## src/rtl/ifetch_ctrl.sv

```systemverilog
// Instruction-fetch controller: owns the fetch PC, drives the instruction-bus
// request/response handshake and presents one fetched instruction at a time downstream.
module ifetch_ctrl #(
    parameter logic [63:0] RESET_PC = 64'h0000_0000_8000_0000
) (
    input  logic        clk,
    input  logic        reset,
    output logic        ireq_valid,
    output logic [63:0] ireq_addr,
    input  logic        iresp_data_ok,
    input  logic [31:0] iresp_data,
    input  logic        stall,
    input  logic        redirect_valid,
    input  logic [63:0] redirect_pc,
    output logic [63:0] pc,
    output logic [31:0] raw_instr,
    output logic        valid
);

    typedef enum logic [1:0] {IDLE, REQ, HOLD, DROP} state_t;

    state_t      state, state_d;
    logic [63:0] pc_q, pc_d;
    logic [63:0] pend_q, pend_d;
    logic [31:0] instr_q, instr_d;
    logic [63:0] redirect_tgt;

    assign redirect_tgt = redirect_pc & ~64'd3;

    always_ff @(posedge clk or negedge reset) begin
        if (!reset) begin
            state   <= IDLE;
            pc_q    <= RESET_PC;
            pend_q  <= RESET_PC;
            instr_q <= '0;
        end else begin
            state   <= state_d;
            pc_q    <= pc_d;
            pend_q  <= pend_d;
            instr_q <= instr_d;
        end
    end

    // ireq_addr is pc_q, so pc_q may only change on the edge that completes a request
    always_comb begin
        state_d = state;
        pc_d    = pc_q;
        pend_d  = pend_q;
        instr_d = instr_q;
        case (state)
            IDLE: state_d = REQ;
            REQ: begin
                if (iresp_data_ok && redirect_valid) begin
                    pc_d = redirect_tgt;
                end else if (iresp_data_ok) begin
                    instr_d = iresp_data;
                    state_d = HOLD;
                end else if (redirect_valid) begin
                    pend_d  = redirect_tgt;
                    state_d = DROP;
                end
            end
            DROP: begin
                if (iresp_data_ok) begin
                    pc_d    = redirect_valid ? redirect_tgt : pend_q;
                    state_d = REQ;
                end else if (redirect_valid) begin
                    pend_d = redirect_tgt;
                end
            end
            HOLD: begin
                if (redirect_valid) begin
                    pc_d    = redirect_tgt;
                    state_d = REQ;
                end else if (!stall) begin
                    pc_d    = pc_q + 64'd4;
                    state_d = REQ;
                end
            end
            default: state_d = IDLE;
        endcase
    end

    always_comb begin
        ireq_valid = (state == REQ) || (state == DROP);
        ireq_addr  = pc_q;
        valid      = (state == HOLD);
        pc         = pc_q;
        raw_instr  = instr_q;
    end

    // A response with no request outstanding is a bus protocol violation
    data_ok_only_when_waiting: assert property (
        @(posedge clk) disable iff (!reset)
        iresp_data_ok |-> (state == REQ || state == DROP)
    );

endmodule
```

## config.mk

```make
export PLATFORM = sky130hd
export DESIGN_NAME = ifetch_ctrl
export DESIGN_NICKNAME = d
export VERILOG_FILES = /design/src/rtl/ifetch_ctrl.sv
export SDC_FILE = /design/constraint.sdc
export NUM_CORES = 1
export LEC_CHECK = 0
export BUFFER_PORTS_ARGS = -buffer_cell sky130_fd_sc_hd__buf_2
export CORE_MARGIN = 4
export CORE_UTILIZATION = 45
export CTS_BUF_LIST = sky130_fd_sc_hd__clkbuf_4
export DETAILED_ROUTE_END_ITERATION = 16
export PLACE_DENSITY = 0.7
export SKIP_CTS_REPAIR_TIMING = 1
export SKIP_LAST_GASP = 1
export SYNTH_ARGS = -nofsm -noshare
export SYNTH_HDL_FRONTEND = slang
export SYNTH_SLANG_ARGS = --single-unit
```

## constraint.sdc

```tcl
create_clock -name clk -period 2.1 [get_ports clk]
set_input_delay 0.315 -clock clk [delete_from_list [all_inputs] [get_ports clk]]
set_output_delay 0.315 -clock clk [all_outputs]
set_load 0.01 [all_outputs]
```

==> metrics <==
drc violations=0; Max VDD drop=0.561 mV; WP data arrival=2.58 ns; clk buf depth=2; TritonCTS clock tree=done; Ports=between 200 and 300; final core utilization=61.8%; status=finished clean; antenna violations before repair=2; starting DRC count in detailed routing=997; GR Overflow Total=0; Post-synth top flop=dfrtp_1; Worst R2R Setup Slack=roughly 0.048 ns; Worst R2R Start=state[0]$_DFFE_PN0P_; vias in the first global route=9,202; Synth Area per Inst=around 9.4 µm²; Synth Area in Adders=0.128%; RSZ-0062 raised after global routing=true; fill count=1,844; setup_tns=0 ns; row count=53; register area share after synthesis=41.4%; Layout Skew=0.0262 ns; Pwr Density=between 800 and 900 nW/µm²; CTS root buffer=clkbuf_4; area delta synth->final=33.8%; synthesized area=9800 µm²; DRT Pass-1 Iters=6; max-cap violations=0; Mapped Cells=between 1,000 and 1,500; Yosys top cell by area=dfrtp_1; final slew viol count=0; WP data required=around 2.6 ns; startpoint class of the critical path=register; share of the synthesized area in the top cell type=40.9%; Fin. Hold Viols=0; Seq cells post-synth=between 150 and 200; Die Width=156 µm; port buffer count=260; CP Capture Point=ireq_addr[18]$_DFFE_PN0P_; Post-Synth Simple-Gate Area=20.3%; Synth area leaders=dfrtp_1, mux2_2, buf_4; Initial Utilization=approximately 46%; Core Region=21,200 µm²; Post-Syn Nets=1,140; metal3 WL=approximately 3200 µm; XOR/XNOR Fraction of Synth Area=0.715%; Flop pwr share=40.5%; Hold Path Class=in -> reg; Post-Route M1 WL=14,400 µm; final cycle utilization of the critical path=a little over nine tenths; Rel. slew slack=43.3%; All-Layer GR Usage=26.6%; post-route design area=13,100 µm²; Clock Sink Count=162; Post-DRT Antenna Nets=0; routed via count=9,927; Slew @ Worst Pin=0.847 ns; Crit Path Max Fanout=7; nets=1,504; Critical Path Sink Type=register; Switching Fraction=around 39%; EDFF count, synth=0; layout cell share with drive strength beyond 1=39.5%; post-DP HPWL=24,300 µm; H-tree Lvls=4; leakage=6.01 nW; fmax=487 MHz; post-synthesis compound-gate area fraction=17.3%; Clock power frac=between 15 and 20%; vias per cell=5.87; Final Setup Violations=0; Comb pwr share=41.1%; Cell Area, Placed=approximately 12,000 µm²; Yosys warnings=0; met2 wire len=around 16,000 µm; end of the worst register-to-register path=ireq_addr[18]$_DFFE_PN0P_; clk slew on worst S/H paths=0.16 ns; largest net degree at the start of global routing=52; WS Path Type=reg -> reg; worst setup path start=state[0]$_DFFE_PN0P_; per-cell routed wire length=20.4 µm; TritonCTS Buffers=17; clk_lat worst skew=about 0.60 ns; post-synth cell types=76; Placed Instances=1,563; Net Sw Power=4.31 mW; Final Instance Count excl. Fillers=1,691; gpl congestion=0.885; crit path time final=2.05 ns; first-pass GRT wire length=roughly 51,000 µm; Die ar.=24,200 µm²; P_int=6.64 mW; largest family of logic cells by synthesized area=simple AND/OR/NAND/NOR gates; post-synthesis mux area share=11.1%; Worst R2R Path Depth=6; total length of routed wires=34,500 µm; Die H=156 µm; ys async rst share=100%; Max Used Layer=met5
[logic make-up (layout without fill, tap and decap cells)]
kind of cell,Yosys count,in the layout
other cells,0,1
compound gates,254,254
fa+ha+maj,1,1
buf+inv,167,544
xor+xnor,8,8
simple gates,348,348
flops,162,162
mux,98,98
[cells in the mapped netlist (3+ instances only)]
master     instances
dfrtp_1          160
nand2_1           93
mux2_2            88
o21ai_0           72
buf_4             64
clkbuf_1          57
a21oi_1           47
nor2_1            46
nand4_1           45
nand3_1           36
inv_1             25
o211ai_1          22
a22oi_1           21
nor4_1            21
and3_1            19
nor3_1            17
buf_2             16
a22o_1            11
and2_1            10
mux2i_1           10
o22ai_1           10
or4_1              9
a31oi_1            8
a221oi_1           6
and4_1             6
nand2b_1           6
xor2_1             6
a211oi_1           5
nand3b_1           5
a221o_1            4
and4b_1            4
nand4_4            4
nor2b_1            4
nor4_4             4
o221ai_1           4
o311ai_0           4
or3_1              4
a21o_1             3
a2bb2oi_1          3
buf_1              3
nor3b_1            3
o211a_1            3
o31a_1             3
o31ai_1            3
[sequential cells by signal (all words and copies together) (netlist names)]
register / flops
raw_instr: 32
pend_q: 64
ireq_addr: 64
state: 2
[worst min path at each step]
stage / from / end / slack [ns] / cells past startpoint
6_report: redirect_pc[11] / pend_q[11]$_DFFE_PN0P_ / 0.02 / 3
2_1_floorplan: reset / ireq_addr[0]$_DFFE_PN0P_ / 0.02 / 0
3_3_place_gp: reset / ireq_addr[22]$_DFFE_PN0P_ / 0.28 / 1
4_1_cts: reset / ireq_addr[20]$_DFFE_PN0P_ / -0.39 / 1
3_5_place_dp: reset / pend_q[18]$_DFFE_PN0P_ / 0.28 / 1
5_1_grt: redirect_pc[53] / pend_q[53]$_DFFE_PN0P_ / 0.0004 / 2
[through the flow]
stage | hold slack [ns] | worst slack [ns] | power [mW]
global placement | 0.277 | 0.0773 | 8.65
finish | 0.0209 | 0.0478 | 11.0
CTS | -0.387 | -0.101 | 10.7
detailed placement | 0.284 | 0.0414 | 8.76
floorplan | 0.0194 | 0.0454 | 6.97
global route | 0.000403 | -0.0517 | 11.6
[per-layer routing]
| metal | vias to the layer above | global-route usage, % |
|---|---|---|
| li1 | 4549 | - |
| met1 | 4774 | 36.3 |
| met2 | 535 | 42.3 |
| met3 | 67 | 6.91 |
| met4 | 2 | 7.29 |
| met5 | - | 0 |
[power groups by stage]
| stage | sequential, mW | clock (mW) | combinational (mW) |
|---|---|---|---|
| after floorplan | 4.83 | 0 | 2.15 |
| after global placement | 4.44 | 0 | 4.21 |
| after detailed placement | 4.47 | 0 | 4.28 |
| after CTS | 4.41 | 2.04 | 4.29 |
| after global routing | 4.53 | 2.19 | 4.86 |
| final | 4.44 | 2.02 | 4.50 |
[layout make-up]
| class | count | area (µm²) | area share, % |
|---|---|---|---|
| antenna | 1 | 2.50 | 0.0191 |
| clock buffer | 17 | 128 | 0.974 |
| clock inverter | 15 | 170 | 1.30 |
| inverter | 26 | 97.6 | 0.745 |
| multi-input combinational | 709 | 4930 | 37.6 |
| sequential | 162 | 4060 | 31.0 |
| tap | 275 | 344 | 2.63 |
| timing repair buffer | 486 | 3370 | 25.7 |
[layout by cell type, fill, tap and decap left out, drive strengths merged, types with 5 or more instances in the layout]
| cell type | Yosys | routed |
|---|---|---|
| buf | 83 | 397 |
| dfrtp | 160 | 160 |
| nand2 | 93 | 93 |
| mux2 | 88 | 88 |
| dlygate4sd3 | 0 | 88 |
| o21ai | 72 | 72 |
| nand4 | 51 | 51 |
| a21oi | 47 | 47 |
| nor2 | 46 | 46 |
| nand3 | 36 | 36 |
| inv | 25 | 31 |
| nor4 | 26 | 26 |
| o211ai | 23 | 23 |
| a22oi | 21 | 21 |
| nor3 | 20 | 20 |
| and3 | 19 | 19 |
| clkbuf | 58 | 18 |
| a22o | 11 | 11 |
| and2 | 10 | 10 |
| mux2i | 10 | 10 |
| o22ai | 10 | 10 |
| or4 | 9 | 9 |
| a31oi | 8 | 8 |
| a221oi | 6 | 6 |
| xor2 | 6 | 6 |
| nand2b | 6 | 6 |
| and4 | 6 | 6 |
| nand3b | 5 | 5 |
| a211oi | 5 | 5 |
[critical path, stage by stage, from the launching register on]
cell	delay, ns
dfrtp_2	0.48
clkbuf_2	0.17
inv_1	0.09
o21ai_1	0.14
nor2_1	0.67
a22oi_1	0.29
o211ai_1	0.16
Note: power is estimated with default switching activity, not from simulation.
